`src/rtl/elevator_pkg.sv`:
```
// Shared elevator definitions: floor count, floor-number width, request-queue
// FSM states and scan-direction encodings.
package elevator_pkg;

  localparam int NUM_FLOORS = 10;
  localparam int FLOOR_W    = 4;

  typedef enum logic [1:0] {
    IDLE        = 2'd0,
    SELECT      = 2'd1,
    OFFER       = 2'd2,
    WAIT_ARRIVE = 2'd3
  } state_e;

  localparam logic DIR_UP   = 1'b1;
  localparam logic DIR_DOWN = 1'b0;

endpackage

```
`src/rtl/btn_conditioner.sv`:
```
// One call-button conditioner: 2-flop synchroniser, optional debounce and a
// registered rising-edge pulse. Optional feature macro: FLOOR_REQ_DEBOUNCE_EN
// (adds the DEBOUNCE_CYCLES stable-high counter).
module btn_conditioner
  import elevator_pkg::*;
`ifdef FLOOR_REQ_DEBOUNCE_EN
#(
  parameter int DEBOUNCE_CYCLES = 16
)
`endif
(
  input  logic clk,
  input  logic reset,
  input  logic btn_i,
  output logic rise_o
);

  logic sync1_q;
  logic sync2_q;
  logic level;
  logic level_prev_q;
  logic rise_q;

  // Bring the asynchronous button into the clk domain.
  always_ff @(posedge clk or negedge reset) begin
    if (!reset) begin
      sync1_q <= 1'b0;
      sync2_q <= 1'b0;
    end else begin
      sync1_q <= btn_i;
      sync2_q <= sync1_q;
    end
  end

`ifdef FLOOR_REQ_DEBOUNCE_EN
  localparam int CNT_W = (DEBOUNCE_CYCLES < 1) ? 1 : $clog2(DEBOUNCE_CYCLES + 1);
  localparam logic [CNT_W-1:0] CNT_MAX = CNT_W'(DEBOUNCE_CYCLES);

  logic [CNT_W-1:0] cnt_q;

  // Count consecutive high samples; any low sample restarts, saturate at the limit.
  always_ff @(posedge clk or negedge reset) begin
    if (!reset) begin
      cnt_q <= '0;
    end else if (!sync2_q) begin
      cnt_q <= '0;
    end else if (cnt_q != CNT_MAX) begin
      cnt_q <= cnt_q + 1'b1;
    end
  end

  assign level = (cnt_q == CNT_MAX);
`else
  assign level = sync2_q;
`endif

  // Registered rising edge of the conditioned level, so a held button fires once.
  always_ff @(posedge clk or negedge reset) begin
    if (!reset) begin
      level_prev_q <= 1'b0;
      rise_q       <= 1'b0;
    end else begin
      level_prev_q <= level;
      rise_q       <= level & ~level_prev_q;
    end
  end

  assign rise_o = rise_q;

endmodule

```
`src/rtl/floor_request_queue.sv`:
```
// Floor request queue: latches conditioned call buttons into a pending bitmap
// and offers one SCAN-ordered target at a time to the elevator FSM.
// Optional feature macro: FLOOR_REQ_DEBOUNCE_EN (per-button debounce).
module floor_request_queue
  import elevator_pkg::*;
#(
  parameter int NUM_FLOORS = elevator_pkg::NUM_FLOORS,
  parameter int FLOOR_W    = elevator_pkg::FLOOR_W
`ifdef FLOOR_REQ_DEBOUNCE_EN
  , parameter int DEBOUNCE_CYCLES = 16
`endif
) (
  input  logic                  clk,
  input  logic                  reset,
  input  logic [NUM_FLOORS-1:0] btn,
  input  logic [FLOOR_W-1:0]    cur_floor,
  input  logic                  arrived,
  output logic [FLOOR_W-1:0]    tgt_floor,
  output logic                  tgt_valid,
  input  logic                  tgt_ready,
  output logic [NUM_FLOORS-1:0] pending,
  output logic                  dir_up
);

  localparam logic [FLOOR_W:0] FLOOR_LIMIT = (FLOOR_W+1)'(NUM_FLOORS);

  logic [NUM_FLOORS-1:0] rise;
  logic [NUM_FLOORS-1:0] clr_mask;
  logic [NUM_FLOORS-1:0] sel_mask;
  logic [NUM_FLOORS-1:0] pending_q;
  logic [NUM_FLOORS-1:0] pending_d;
  logic                  cur_in_range;

  state_e                state_q;
  logic [FLOOR_W-1:0]    tgt_floor_q;
  logic                  tgt_valid_q;
  logic                  dir_up_q;

  logic                  up_found;
  logic                  dn_found;
  logic [FLOOR_W-1:0]    up_idx;
  logic [FLOOR_W-1:0]    dn_idx;
  logic [FLOOR_W-1:0]    low_idx;
  logic [FLOOR_W-1:0]    sel_tgt;
  logic                  sel_dir;

  genvar gi;
  generate
    for (gi = 0; gi < NUM_FLOORS; gi++) begin : g_btn
`ifdef FLOOR_REQ_DEBOUNCE_EN
      btn_conditioner #(.DEBOUNCE_CYCLES(DEBOUNCE_CYCLES)) u_cond (
`else
      btn_conditioner u_cond (
`endif
        .clk   (clk),
        .reset (reset),
        .btn_i (btn[gi]),
        .rise_o(rise[gi])
      );
    end
  endgenerate

  assign cur_in_range = ({1'b0, cur_floor} < FLOOR_LIMIT);

  // Arrival clears the reported floor; out-of-range floors clear nothing.
  always_comb begin
    clr_mask = '0;
    if (arrived && cur_in_range) begin
      clr_mask[cur_floor] = 1'b1;
    end
    pending_d = (pending_q | rise) & ~clr_mask;
    sel_mask  = pending_q & ~clr_mask;
  end

  // Pending-request bitmap; a clear in the same cycle as a set wins.
  always_ff @(posedge clk or negedge reset) begin
    if (!reset) begin
      pending_q <= '0;
    end else begin
      pending_q <= pending_d;
    end
  end

  // SCAN candidates: nearest above, nearest below and lowest overall.
  always_comb begin
    up_found = 1'b0;
    dn_found = 1'b0;
    up_idx   = '0;
    dn_idx   = '0;
    low_idx  = '0;
    for (int i = NUM_FLOORS - 1; i >= 0; i--) begin
      if (sel_mask[i]) begin
        low_idx = FLOOR_W'(i);
        if (i > int'(cur_floor)) begin
          up_found = 1'b1;
          up_idx   = FLOOR_W'(i);
        end
      end
    end
    for (int i = 0; i < NUM_FLOORS; i++) begin
      if (sel_mask[i] && (i < int'(cur_floor))) begin
        dn_found = 1'b1;
        dn_idx   = FLOOR_W'(i);
      end
    end
    sel_dir = dir_up_q;
    sel_tgt = '0;
    if (!cur_in_range) begin
      sel_tgt = low_idx;
      sel_dir = DIR_UP;
    end else if (sel_mask[cur_floor]) begin
      sel_tgt = cur_floor;
    end else if (dir_up_q == DIR_UP) begin
      if (up_found) begin
        sel_tgt = up_idx;
      end else begin
        sel_tgt = dn_idx;
        sel_dir = DIR_DOWN;
      end
    end else begin
      if (dn_found) begin
        sel_tgt = dn_idx;
      end else begin
        sel_tgt = up_idx;
        sel_dir = DIR_UP;
      end
    end
  end

  // Target FSM with registered handshake outputs and scan direction.
  always_ff @(posedge clk or negedge reset) begin
    if (!reset) begin
      state_q     <= IDLE;
      tgt_floor_q <= '0;
      tgt_valid_q <= 1'b0;
      dir_up_q    <= DIR_UP;
    end else begin
      case (state_q)
        IDLE: begin
          if (pending_q != '0) begin
            state_q <= SELECT;
          end
        end
        SELECT: begin
          if (sel_mask == '0) begin
            state_q <= IDLE;
          end else begin
            tgt_floor_q <= sel_tgt;
            dir_up_q    <= sel_dir;
            tgt_valid_q <= 1'b1;
            state_q     <= OFFER;
          end
        end
        OFFER: begin
          if (tgt_ready) begin
            tgt_valid_q <= 1'b0;
            state_q     <= WAIT_ARRIVE;
          end else if (arrived && (cur_floor == tgt_floor_q)) begin
            tgt_valid_q <= 1'b0;
            state_q     <= IDLE;
          end
        end
        WAIT_ARRIVE: begin
          if (arrived && (cur_floor == tgt_floor_q)) begin
            state_q <= IDLE;
          end
        end
        default: begin
          state_q     <= IDLE;
          tgt_valid_q <= 1'b0;
        end
      endcase
    end
  end

  assign pending   = pending_q;
  assign tgt_floor = tgt_floor_q;
  assign tgt_valid = tgt_valid_q;
  assign dir_up    = dir_up_q;

endmodule

```
`config.mk`:
```
export PLATFORM = sky130hd
export DESIGN_NAME = floor_request_queue
export DESIGN_NICKNAME = d
export VERILOG_FILES = /design/src/rtl/elevator_pkg.sv /design/src/rtl/btn_conditioner.sv /design/src/rtl/floor_request_queue.sv
export SDC_FILE = /design/constraint.sdc
export NUM_CORES = 1
export LEC_CHECK = 0
export CELL_PAD_IN_SITES_DETAIL_PLACEMENT = 0
export CELL_PAD_IN_SITES_GLOBAL_PLACEMENT = 1
export CORE_MARGIN = 3
export CORE_UTILIZATION = 45
export CTS_CLUSTER_SIZE = 20
export DETAILED_ROUTE_END_ITERATION = 6
export GPL_ROUTABILITY_DRIVEN = 0
export PLACE_DENSITY = 0.81
export SYNTH_ARGS = -nofsm -noshare
export SYNTH_HDL_FRONTEND = slang
export SYNTH_SLANG_ARGS = --single-unit
```
`constraint.sdc`:
```
create_clock -name clk -period 6 [get_ports clk]
set_clock_uncertainty 0.1 [all_clocks]
set_input_delay 1.5 -clock clk [delete_from_list [all_inputs] [get_ports clk]]
set_output_delay 1.5 -clock clk [all_outputs]
set_load 0.05 [all_outputs]
```
==> impl_metrics.yaml <==
status:
  outcome: "completed"
synthesis:
  yosys.cell_types.count: 62
  synth_top_family_by_area: "compound AO/OA/AOI/OAI gates"
  synth-compound-area-share_pct: 22.6
  synthAdderAreaFrac_pct: 0
  yosys.area_share.simple_pct: 17.5
  ys.flop_type: "dfrtp_1"
  synth_area_leaders: "dfrtp_1 49%, nor2_1 3.3%, nor2b_1 3.2%, a21oi_1 2.9%, mux2i_1 2.1%"
  syn_area_per_cell_um2: 10.4
  async_flop_share_pct: 100
  synth-xor-area-share_pct: 1.20
  seq_area_frac_synth_pct: 49.7
  synth_edf_count: 0
  postSynthCellCount: 282
  netlist.area_leader.share_pct: 48.8
  yosysTopAreaCell: "dfrtp_1"
  yosys_warnings: 0
  ys_ff_latch: 58
  syn_nets: 300
  synth_mux_area_share_pct: 3.59
  synth_area_um2: 2930
finish:
  syn2layout_area_growth_pct: 18.2
  layout_common_cells: "57 x dfrtp_1, 32 x clkdlybuf4s50_1, 26 x nor2_1"
  final_cells: 390
  design_area_um2: 3460
  diodes: 0
  num-fill-cells: 533
  nets: 328
  layout-drive-gt1-share_pct: 11.7
  final_common_cell: "dfrtp_1"
critical_path:
  cp_num_buf_inv: 2
  slowest_delay_ps: 1070
  r2r_start: "pending[7]"
  worstPathRequired_ps: 6100
  cp_top_family: "buffers and inverters"
  cp_max_fo: 25
  startpoint: "cur_floor[1]"
  cp_cell_sequence: "clkdlybuf4s50_1, buf_4, o2bb2ai_1, a41oi_2, o41a_1, nor2_1, mux2i_1, o221ai_1"
  cp_data_arrival_time_ps: 4430
  worst_setup_path_end_kind: "flop"
  crit_cells: 8
  criticalPathCategory: "in -> reg"
  cp-start-kind: "primary input"
  reg2regPathDepth: 6
  cp_slowest_cell: "clkdlybuf4s50_1"
detailed_routing:
  routed_wl_um: 6870
  drtIter0Drc: 208
  post_drt_wl_per_cell_um: 17.6
  drtAntennaViolNets: 0
  first_pass_iters: 5
  drc: 0
  viasPerCell: 5.95
  vias: 2322
clocking:
  clock_sinks: 58
  cts_made_buffers: 9
  cts_hold_buf: 0
  htree_levels: 3
  cts_setup_buffers: 0
  clock_latency_ps: 340
  cts_tree: "done"
  cts.path.max_buffers: 2
  cts_resized: 0
  cts.clk_slew.worst_paths_ps: 70
  cts_root_buffer: "clkbuf_8"
die:
  core_um2: 6100
  start_util_pct: 48.0
  io_pins: 34
  die-area_um2: 7500
  die_y_um: 86.6
  placementRows: 28
  die_w_um: 86.6
placed_design:
  placed_area_um2: 3260
  pre_cts_ws_ps: 1350
  dp_cells: 374
  hpwl_um: 4680
  io_buffers: 33
sta:
  maxSlewViolCount: 0
  max-slew-margin-rel_pct: 32.7
  timing.final.crit_share_pct: 72.2
  finalHoldViolations: 0
  setup_viol: 0
  fin_tns_setup_ps: 0
  fmax_mhz: 231
  rsz0062_at_grt: "no"
  worstMarginPinSlew_ps: 1010
  fin_ws_ps: 1670
  min_period_ps: 4330
grt:
  grt_overflow: 0
  grt_start_max_net_pins: 59
  grt_pass1_vias: 2239
  antenna_found_initial: 0
  track_usage_pct: 19.6
  grt_pass1_wl_um: 11300
flow_run:
  drv_cap: 0
pwr:
  vdd_drop_max_uv: 223
  power.density_nw_per_um2: 335
  leakage_nw: 1.43
min_path:
  whs_path_depth: 0
  min_path_type: "reg -> reg"
  holdCritStartpoint: "g_btn[4].u_cond.sync1_q"
## cells by family (layout without fill, tap and decap cells)
logic type / Yosys count / count (layout)
AO/OA/AOI/OAI: 91 / 91
XOR/XNOR: 4 / 4
buffers and inverters: 30 / 63
flip-flops: 58 / 58
multiplexers: 8 / 8
AND/OR/NAND/NOR: 91 / 91
## metrics by stage
stage	total power, mW	hold WS [ps]	utilization, %
after global routing	1.22	258	56.7
after floorplan	0.705	231	-
after detailed placement	0.811	239	53.5
final	1.16	251	56.7
after global placement	0.810	233	53.5
after CTS	1.17	255	56.7
## cell type report
cell class	count	area (um2)	share of cell area (%)
multi-input combinational	194	1320	38.0
sequential	58	1450	42.0
tap	75	93.8	2.71
clock buffer	10	128	3.69
timing repair buffer	39	370	10.7
inverter	8	30.0	0.869
clock inverter	6	67.6	1.95
## layer usage
metal  track usage [%]  routed length [um]  vias to the layer above
met5                 0                   0                        -
met4              10.6                 216                        0
met3              4.09                 334                       17
met2              30.6                3270                       84
met1              25.5                3050                     1129
li1                  -                   -                     1092
## cell usage after synthesis (2+ instances only)
cell type	count
buf_6	4
a21boi_0	2
xor2_1	3
mux4_2	2
nand4_1	3
clkbuf_1	10
o21ai_1	4
buf_2	6
nand2b_1	6
o211ai_1	3
o221ai_1	3
o21a_1	4
or2_2	3
nor3b_1	2
mux2i_1	6
buf_4	2
a22o_1	3
o22ai_1	6
inv_1	8
nand3_1	3
a32oi_1	2
dfrtp_1	57
or3b_1	3
a21oi_1	17
nor3_1	3
o31ai_1	2
or3_1	2
nand2_1	14
o21ai_0	10
a21o_1	3
and3_1	3
a31oi_1	7
nor2_1	26
and3b_1	2
o21bai_1	4
a41oi_1	4
nor2b_1	15
## where the power goes
| part | internal, mW | switching (mW) | total, mW | leakage, nW |
|---|---|---|---|---|
| combinational | 0.124 | 0.194 | 0.318 | 0.669 |
| sequential | 0.438 | 0.0473 | 0.485 | 0.664 |
| clock | 0.192 | 0.162 | 0.354 | 0.0925 |
## sequential cells by signal, summed over array words and instances, names as in the netlist
name / cells
tgt_valid: 1
g_btn.u_cond.level: 10
dir_up: 1
g_btn.u_cond.level_prev_q: 10
tgt_floor: 4
pending: 10
g_btn.u_cond.rise_o: 10
state_q: 2
g_btn.u_cond.sync1_q: 10
## worst register-to-register path: cells and delay by family (launching register included)
kind / cells / cell delay (ps)
and+or+nand+nor: 3 / 510
DFF: 1 / 620
AOI/OAI and AO/OA: 3 / 1210
## path summary, 6_finish.rpt
kind                                    endpoint  slack, ps
max in group asynchronous              tgt_valid       4130
min in group asynchronous             pending[5]       1180
hold reg to reg            g_btn[4].u_cond.level        250
setup reg to reg                    tgt_floor[3]       3460
setup / recovery                    tgt_floor[0]       1670
hold / removal             g_btn[4].u_cond.level        250
Note: power is estimated with default switching activity, not from simulation.
